==> src/rtl/seg_scan_ctrl.sv <==
// seg_scan_ctrl: time-multiplexed scan controller for a 4-digit seven-segment display.
// Latency: all outputs registered; a load shows at the next frame boundary (next cycle in IDLE).
// Backpressure: none; load is a fire-and-forget strobe, later loads overwrite pending data.
//
// Ports:
//   clk, rst_n            clock, async active-low reset
//   enable                high = scan, low = dark (IDLE)
//   load, din_a..din_d    one-cycle capture strobe and hex digit values (A leftmost)
//   seg[6:0]              active-low cathodes, bit 6 = g .. bit 0 = a
//   anode[3:0]            active-low digit enables, A -> anode[3] .. D -> anode[0]
//   digit_sel[1:0]        lit or most recently lit digit (0 = A)
//   frame_done            one-cycle pulse in the first cycle of each new frame
//
// Build option: define SEG_SCAN_BLANK_EN to insert a BLANK_TICKS all-off gap after
// every digit (anti-ghosting). Without it digits switch back to back.
module seg_scan_ctrl #(
  parameter int DIGIT_TICKS = 100000,
  parameter int BLANK_TICKS = 1000
) (
  input  logic       clk,
  input  logic       rst_n,
  input  logic       enable,
  input  logic       load,
  input  logic [3:0] din_a,
  input  logic [3:0] din_b,
  input  logic [3:0] din_c,
  input  logic [3:0] din_d,
  output logic [6:0] seg,
  output logic [3:0] anode,
  output logic [1:0] digit_sel,
  output logic       frame_done
);

  localparam int MAX_TICKS = (DIGIT_TICKS > BLANK_TICKS) ? DIGIT_TICKS : BLANK_TICKS;
  localparam int CW = $clog2(MAX_TICKS + 1);
  localparam logic [CW-1:0] DIGIT_LAST = CW'(DIGIT_TICKS - 1);

`ifdef SEG_SCAN_BLANK_EN
  localparam logic [CW-1:0] BLANK_LAST = CW'(BLANK_TICKS - 1);
  typedef enum logic [1:0] {IDLE, SHOW, BLANK} state_t;
`else
  typedef enum logic [1:0] {IDLE, SHOW} state_t;
`endif

  state_t          state, state_nxt;
  logic [CW-1:0]   cnt, cnt_nxt;
  logic [1:0]      dsel_nxt;
  logic [3:0][3:0] disp, disp_nxt;   // index 0 = digit A
  logic [3:0][3:0] pend, pend_nxt;
  logic            pend_valid, pend_valid_nxt;
  logic [6:0]      seg_nxt;
  logic [3:0]      anode_nxt;
  logic            frame_done_nxt;
  logic            advance, boundary, to_idle;
  logic [3:0][3:0] din_all;

  assign din_all = {din_d, din_c, din_b, din_a};

  function automatic logic [6:0] hex7(input logic [3:0] v);
    case (v)
      4'h0: hex7 = 7'b1000000;
      4'h1: hex7 = 7'b1111001;
      4'h2: hex7 = 7'b0100100;
      4'h3: hex7 = 7'b0110000;
      4'h4: hex7 = 7'b0011001;
      4'h5: hex7 = 7'b0010010;
      4'h6: hex7 = 7'b0000010;
      4'h7: hex7 = 7'b1111000;
      4'h8: hex7 = 7'b0000000;
      4'h9: hex7 = 7'b0010000;
      4'hA: hex7 = 7'b0001000;
      4'hB: hex7 = 7'b0000011;
      4'hC: hex7 = 7'b1000110;
      4'hD: hex7 = 7'b0100001;
      4'hE: hex7 = 7'b0000110;
      default: hex7 = 7'b0001110;
    endcase
  endfunction

  always_comb begin
    state_nxt      = state;
    cnt_nxt        = cnt;
    dsel_nxt       = digit_sel;
    disp_nxt       = disp;
    pend_nxt       = pend;
    pend_valid_nxt = pend_valid;
    advance        = 1'b0;
    boundary       = 1'b0;
    to_idle        = 1'b0;

    case (state)
      IDLE: begin
        if (enable) begin
          state_nxt = SHOW;
          dsel_nxt  = 2'd0;
          cnt_nxt   = '0;
        end
      end
      SHOW: begin
        if (!enable) begin
          to_idle = 1'b1;
        end else if (cnt == DIGIT_LAST) begin
`ifdef SEG_SCAN_BLANK_EN
          state_nxt = BLANK;
          cnt_nxt   = '0;
`else
          advance   = 1'b1;
`endif
        end else begin
          cnt_nxt = cnt + 1'b1;
        end
      end
`ifdef SEG_SCAN_BLANK_EN
      BLANK: begin
        if (!enable) begin
          to_idle = 1'b1;
        end else if (cnt == BLANK_LAST) begin
          advance = 1'b1;
        end else begin
          cnt_nxt = cnt + 1'b1;
        end
      end
`endif
      default: state_nxt = IDLE;
    endcase

    if (advance) begin
      state_nxt = SHOW;
      cnt_nxt   = '0;
      dsel_nxt  = digit_sel + 2'd1;
      boundary  = (digit_sel == 2'd3);
    end
    if (to_idle) begin
      state_nxt = IDLE;
      cnt_nxt   = '0;
    end

    // Double buffering: a load at a commit point bypasses pend (newest data wins).
    if (state == IDLE) begin
      if (load) disp_nxt = din_all;
    end else if (boundary || to_idle) begin
      if (load) disp_nxt = din_all;
      else if (pend_valid) disp_nxt = pend;
      pend_valid_nxt = 1'b0;
    end else if (load) begin
      pend_nxt       = din_all;
      pend_valid_nxt = 1'b1;
    end

    frame_done_nxt = boundary;

    // Decode from the post-edge digit and data so a lit anode never pairs with stale segments.
    if (state_nxt == SHOW) begin
      seg_nxt   = hex7(disp_nxt[dsel_nxt]);
      anode_nxt = ~(4'b1000 >> dsel_nxt);
    end else begin
      seg_nxt   = 7'h7F;
      anode_nxt = 4'hF;
    end
  end

  always_ff @(posedge clk or negedge rst_n) begin
    if (!rst_n) begin
      state      <= IDLE;
      cnt        <= '0;
      digit_sel  <= 2'd0;
      disp       <= '0;
      pend       <= '0;
      pend_valid <= 1'b0;
      seg        <= 7'h7F;
      anode      <= 4'hF;
      frame_done <= 1'b0;
    end else begin
      state      <= state_nxt;
      cnt        <= cnt_nxt;
      digit_sel  <= dsel_nxt;
      disp       <= disp_nxt;
      pend       <= pend_nxt;
      pend_valid <= pend_valid_nxt;
      seg        <= seg_nxt;
      anode      <= anode_nxt;
      frame_done <= frame_done_nxt;
    end
  end

endmodule

==> config.mk <==
export PLATFORM = sky130hd
export DESIGN_NAME = seg_scan_ctrl
export DESIGN_NICKNAME = d
export VERILOG_FILES = /design/src/rtl/seg_scan_ctrl.sv
export SDC_FILE = /design/constraint.sdc
export NUM_CORES = 1
export LEC_CHECK = 0
export BUFFER_PORTS_ARGS = -buffer_cell sky130_fd_sc_hd__buf_2
export CAP_MARGIN = 30
export CORE_ASPECT_RATIO = 2
export CORE_UTILIZATION = 42
export DETAILED_ROUTE_END_ITERATION = 12
export HOLD_SLACK_MARGIN = 0.02
export PLACE_DENSITY = 0.63
export RECOVER_POWER = 25
export SLEW_MARGIN = 25
export SYNTH_ARGS = -nofsm -noshare
export SYNTH_HDL_FRONTEND = slang
export SYNTH_SLANG_ARGS = --single-unit
==> constraint.sdc <==
create_clock -name clk -period 3.8 [get_ports clk]
set_clock_uncertainty 0.2 [all_clocks]
set_input_delay 0.57 -clock clk [delete_from_list [all_inputs] [get_ports clk]]
set_output_delay 0.57 -clock clk [all_outputs]
set_load 0.01 [all_outputs]
Word level (Yosys, flattened, before mapping)
Memories as Yosys holds them, arrays and structs flattened.
Index checks and enable logic that the tools add are counted.
- $add $sub $neg: 2
- multipliers: 0
- div/mod/pow operators: 0
- order comparisons: 1
- equal/unequal tests: 7
- shifts and indexed selects: 1
- mux-type cells: 30
- bitwise gates (word level): 3
- reduce and logical (&&, ||, !) cells: 7
- operator list (kind ; number):
    17-bit two-way mux ; 5
    16-bit two-way mux ; 5
    17-bit case mux with 2 select lines ; 1
    17-bit by 1-bit adder with 17-bit output, second input constant ; 1
    17-bit == test, second input constant ; 1
    2-bit two-way mux ; 6
    4-bit != test, second input constant ; 3
    4-bit binary-select mux with 2-bit select ; 1
    1-bit two-way mux ; 8
    4-bit two-way mux ; 2
    7-bit two-way mux ; 1
    2-bit by 1-bit == test with 1-bit output, second input constant ; 2
    4-bit NOT ; 1
    2-bit case mux with 2 select lines ; 1
    4-bit AND reduction ; 1
    4-bit nonzero test ; 1
    4-bit by 2-bit right shift with 4-bit output, first input constant ; 1
    2-bit by 3-bit < comparator with 1-bit output, second input constant ; 1
    3-bit AND reduction ; 1
    2-bit by 1-bit adder with 2-bit output, second input constant ; 1
    2-bit == test, second input constant ; 1
    2-bit zero test ; 1
    1-bit NOT ; 2
    2-bit AND reduction ; 1
    other kinds (2) ; 2
- bits in registers: 66
- latch bits: 0
- RAM bits: 0
- ROM bits: 112
- bits of input ports: 20
- output and inout bits: 14
- word-level logic and storage cells: 67
- memories kept: 1
- memory list (name ; words ; width ; read ports ; clocked after Yosys merged registers in ; wr ports ; line ; RTL):
    (name not given) ; 16 ; 7 ; 1 ; 0 ; 0 ; 60 ; case (v)

Longest topological paths before layout
An unclocked memory read counts as a cell.
- depth after elaboration: 12
- gate-level depth with buffers: 15
- mapped depth without buffers: 15

Worst setup path after synthesis
OpenSTA, ideal clock, no wires.
- path kind: register to register
- start point: register cnt[0]
- end point: register seg[0]
- setup time: 0.092 ns
- data arrival time: 3.110 ns
- data required time: 3.508 ns
- slack: 0.398 ns
- cell stages (with the launch flop): 14
- buffers on the path: 1
- clock period less this slack: 3.402 ns
- path through: dfrtp_1 > ha_1 > and4bb_2 > and4_1 > buf_4 > a21o_1 > a22o_1 > a31o_2 > o211ai_1 > inv_1 > ha_1 > or3b_1 > o221ai_1 > nand2_1
- RTL lines (what ; line ; RTL):
    start: declaration ; 46 ; logic [CW-1:0] cnt, cnt_nxt;
    start signal: assignment ; 175 ; cnt <= cnt_nxt;
    end signal: assignment ; 180 ; seg <= seg_nxt;
    end: declaration ; 28 ; output logic [6:0] seg,

==> qor.txt <==
================================================================================
Maximum vdd drop                                                        0.283 mV
Class of the tightest hold or removal check                         input pin to register
Clk pin slew, worst setup/hold paths                                     0.05 ns
Global placer's final weighted congestion                                  0.893
Post-synthesis instance total                                                379
Synth Warn #                                                                   0
Post-synth top cells                                                sky130_fd_sc_hd__dfrtp_1, sky130_fd_sc_hd__nand2_1, sky130_fd_sc_hd__nor2_1
Netlist cell types                                                            80
Crit path capture                                                         seg[0]
Vias per cell                                                               5.86
Yosys reg bits                                                                66
Largest buffer count on any clock path                                         2
Antenna diodes                                                                 0
Violation count after the first detailed-routing iteration                   105
Required time of the critical path                                       3.86 ns
Buffer type at the clock tree root                                  sky130_fd_sc_hd__clkbuf_16
Fmax                                                                     283 MHz
Pin count of the biggest net entering global routing                          25
Residual DRC                                                                   0
Period minus WS final                                                    3.53 ns
Final worst path period share                                              0.929
Leading area contributor after synthesis                            sky130_fd_sc_hd__dfrtp_1
Post CTS Setup Buffer Count                                                    0
CP cell instances                                                   nor4b_4, and4_1, nand2_1, a21oi_1, o21ai_0, a31o_2, o211ai_1, inv_1, ha_1, or3b_1, o221ai_1, nand2_1
Non-filler instance count after layout                                       530
Hold path start                                                         din_b[2]
Destination of the worst register-to-register timing path                 seg[0]
WL per Instance                                                          18.3 um
Synthesized area per cell                                              10.0 um^2
Area added between synthesis and finish                                    15.9%
TritonCTS clock tree                                                         yes
Total of buffers placed on input and output ports                             33
Core region area                                                       8710 um^2
Clock Sink Count                                                              66
First-pass GRT wire length                                              16000 um
Number of antenna violations at the first check in global routing              0
Final Hold Violating Endpoints                                                 0
Antenna viol nets, final                                                       0
Reg2reg setup slack                                                      0.27 ns
Vias in the first global route                                              3258
Worst setup path start                                                   cnt[13]
Die area                                                               9470 um^2
Unrepaired setup endpoints after global routing                               no
Reported max-cap violation count                                               0
Floorplan die width                                                      69.3 um
Number of buffers created by CTS                                               9
Remaining max-slew budget at the tightest pin                              0.195
Post-synthesis sequential area ratio                                       0.438
Delay contributed by the slowest stage of the critical path              0.51 ns
Reg2reg start                                                            cnt[13]
Number of primary I/O pins                                                    34
Number of cell rows                                                           48
Net count of the mapped netlist                                              407
Fraction of layout cells with a size suffix above 1                        0.249
Summed instance area of the synthesized netlist                        3810 um^2
Nets                                                                         453
Final Max Tran Viols                                                           0
Worst Max-Slew Pin Slew                                                  1.21 ns
Run status                                                             completed
Cell with the largest stage delay on the worst path                 sky130_fd_sc_hd__and4_1
Global Route Usage Sum                                                     0.221
Starting density of the core                                               0.437
Area fraction of the dominant cell type after synthesis                    0.362
Count of final setup violators                                                 0
Classification of the worst setup path                              register to register
Length of the first detailed-routing pass in iterations                        4
Setup TNS                                                                   0 ns
Arrival @ worst endpoint                                                 3.59 ns
Most common cell in the synthesized netlist                         sky130_fd_sc_hd__dfrtp_1
Endpoint class of the critical path                                     register
Number of enable-type register cells in the synthesized netlist                0
DP HPWL                                                                  7570 um
H-tree depth reported by CTS                                                   3
Startpoint kind of the worst setup timing path                          register
Fillers                                                                      806
Peak fanout along the critical path                                           11
Clk_lat worst skew                                                       0.34 ns
Height of the die                                                         137 um
Fin util                                                                   0.507
Total overflow reported by the global router                                   0
Worst reg2reg path depth                                                      12
Leak pwr                                                                 1.92 nW
Worst path most repeated cell                                       sky130_fd_sc_hd__nand2_1
Ys async rst share                                                          1.00
Biggest area contributors in the synthesized netlist                sky130_fd_sc_hd__dfrtp_1, sky130_fd_sc_hd__dfstp_2, sky130_fd_sc_hd__mux2_2, sky130_fd_sc_hd__nand2_1, sky130_fd_sc_hd__nor2_1
Number of placed cells counting well taps                                    513
Primary flip-flop cell chosen by synthesis mapping                  sky130_fd_sc_hd__dfrtp_1
Count of vias placed by the detailed router                                 3108
Power density normalized to cell area                                501 nW/um^2
WL final                                                                 9670 um
================================================================================
==> critical path: cells and delay by family (launching register included) <==
kind,cells,cell delay [ns]
and+or+nand+nor,5,1.55
DFF,1,0.43
AOI/OAI and AO/OA,5,0.85
adders and majority gates,1,0.26
buffers and inverters,1,0.15
==> cell families after synthesis <==
| group | after synthesis | synth area share |
|---|---|---|
| other cells | 1 | 0.000985 |
| mux | 24 | 0.0697 |
| buf+inv | 30 | 0.0381 |
| xor+xnor | 11 | 0.0253 |
| flops | 66 | 0.438 |
| compound gates | 98 | 0.186 |
| fa+ha+maj | 8 | 0.0263 |
| simple gates | 141 | 0.216 |
==> state kept, by name, indices dropped and copies added, names as in the netlist <==
| signal | count |
|---|---|
| pend_valid | 1 |
| anode | 4 |
| pend | 16 |
| digit_sel | 2 |
| seg | 7 |
| cnt | 17 |
| frame_done | 1 |
| state | 2 |
| disp | 16 |
==> how the worst min path moves through the flow <==
stage / end / depth (start not counted)
after CTS: pend[6] / 2
after floorplan: cnt[0] / 0
after global routing: pend[6] / 2
after detailed placement: disp[9] / 1
after global placement: disp[9] / 1
final: pend[6] / 2
==> cell usage in the layout (no fill, tap or decap), types with 3 or more instances in the layout <==
cell,instances
sky130_fd_sc_hd__a21oi_1,19
sky130_fd_sc_hd__ha_1,8
sky130_fd_sc_hd__inv_1,12
sky130_fd_sc_hd__o22ai_1,7
sky130_fd_sc_hd__nor2b_1,4
sky130_fd_sc_hd__o21a_1,4
sky130_fd_sc_hd__a22oi_1,4
sky130_fd_sc_hd__or2_2,3
sky130_fd_sc_hd__o221ai_2,3
sky130_fd_sc_hd__xor2_1,10
sky130_fd_sc_hd__dfrtp_1,55
sky130_fd_sc_hd__mux2i_1,7
sky130_fd_sc_hd__buf_2,18
sky130_fd_sc_hd__and3_1,8
sky130_fd_sc_hd__o21ai_0,17
sky130_fd_sc_hd__or3_1,6
sky130_fd_sc_hd__buf_4,17
sky130_fd_sc_hd__a22o_1,4
sky130_fd_sc_hd__dfstp_2,11
sky130_fd_sc_hd__clkbuf_1,18
sky130_fd_sc_hd__clkbuf_16,9
sky130_fd_sc_hd__and4_1,3
sky130_fd_sc_hd__a21o_1,3
sky130_fd_sc_hd__nand2b_1,4
sky130_fd_sc_hd__nand2_1,37
sky130_fd_sc_hd__mux2_2,16
sky130_fd_sc_hd__nand3_1,10
sky130_fd_sc_hd__a211oi_1,3
sky130_fd_sc_hd__o21ai_1,6
sky130_fd_sc_hd__nor2_1,31
==> through the flow <==
step / hold WS, ns / total power, W / area [um^2] / worst slack [ns]
after floorplan: 0.0744 / 0.00124 / 3810 / 0.398
after global placement: 0.286 / 0.00140 / 4130 / 0.321
after detailed placement: 0.284 / 0.00141 / 4130 / 0.247
after CTS: 0.273 / 0.00224 / 4430 / 0.232
after global routing: 0.289 / 0.00232 / 4410 / 0.0330
final: 0.280 / 0.00221 / 4410 / 0.270
==> metal layers <==
metal / vias up / global-route usage / wire length (um)
met2: 66 / 0.397 / 5180
li1: 1471 / - / -
met4: 0 / 0.190 / 722
met1: 1534 / 0.217 / 3520
met3: 37 / 0.0353 / 258
met5: - / 0 / 0
==> layout make-up <==
type                            count  area, um^2  area share
Inverter                           14        52.6      0.0119
Clock buffer                       13         250      0.0567
Clock inverter                      3        40.0     0.00907
Multi-Input combinational cell    283        2000       0.452
Tap cell                          100         125      0.0284
Sequential cell                    66        1670       0.377
Timing Repair Buffer               51         284      0.0644
==> where the power goes <==
group          internal (W)  total (W)  switching (W)
registers          0.000797   0.000850      0.0000524
clock network      0.000523   0.000812       0.000289
logic              0.000241   0.000549       0.000308
==> what timing repair did <==
item,CTS,global route
hold buffers,1,0
resized for setup,0,0
hold endpoints to repair,10,0
Note: power is estimated with default switching activity, not from simulation.
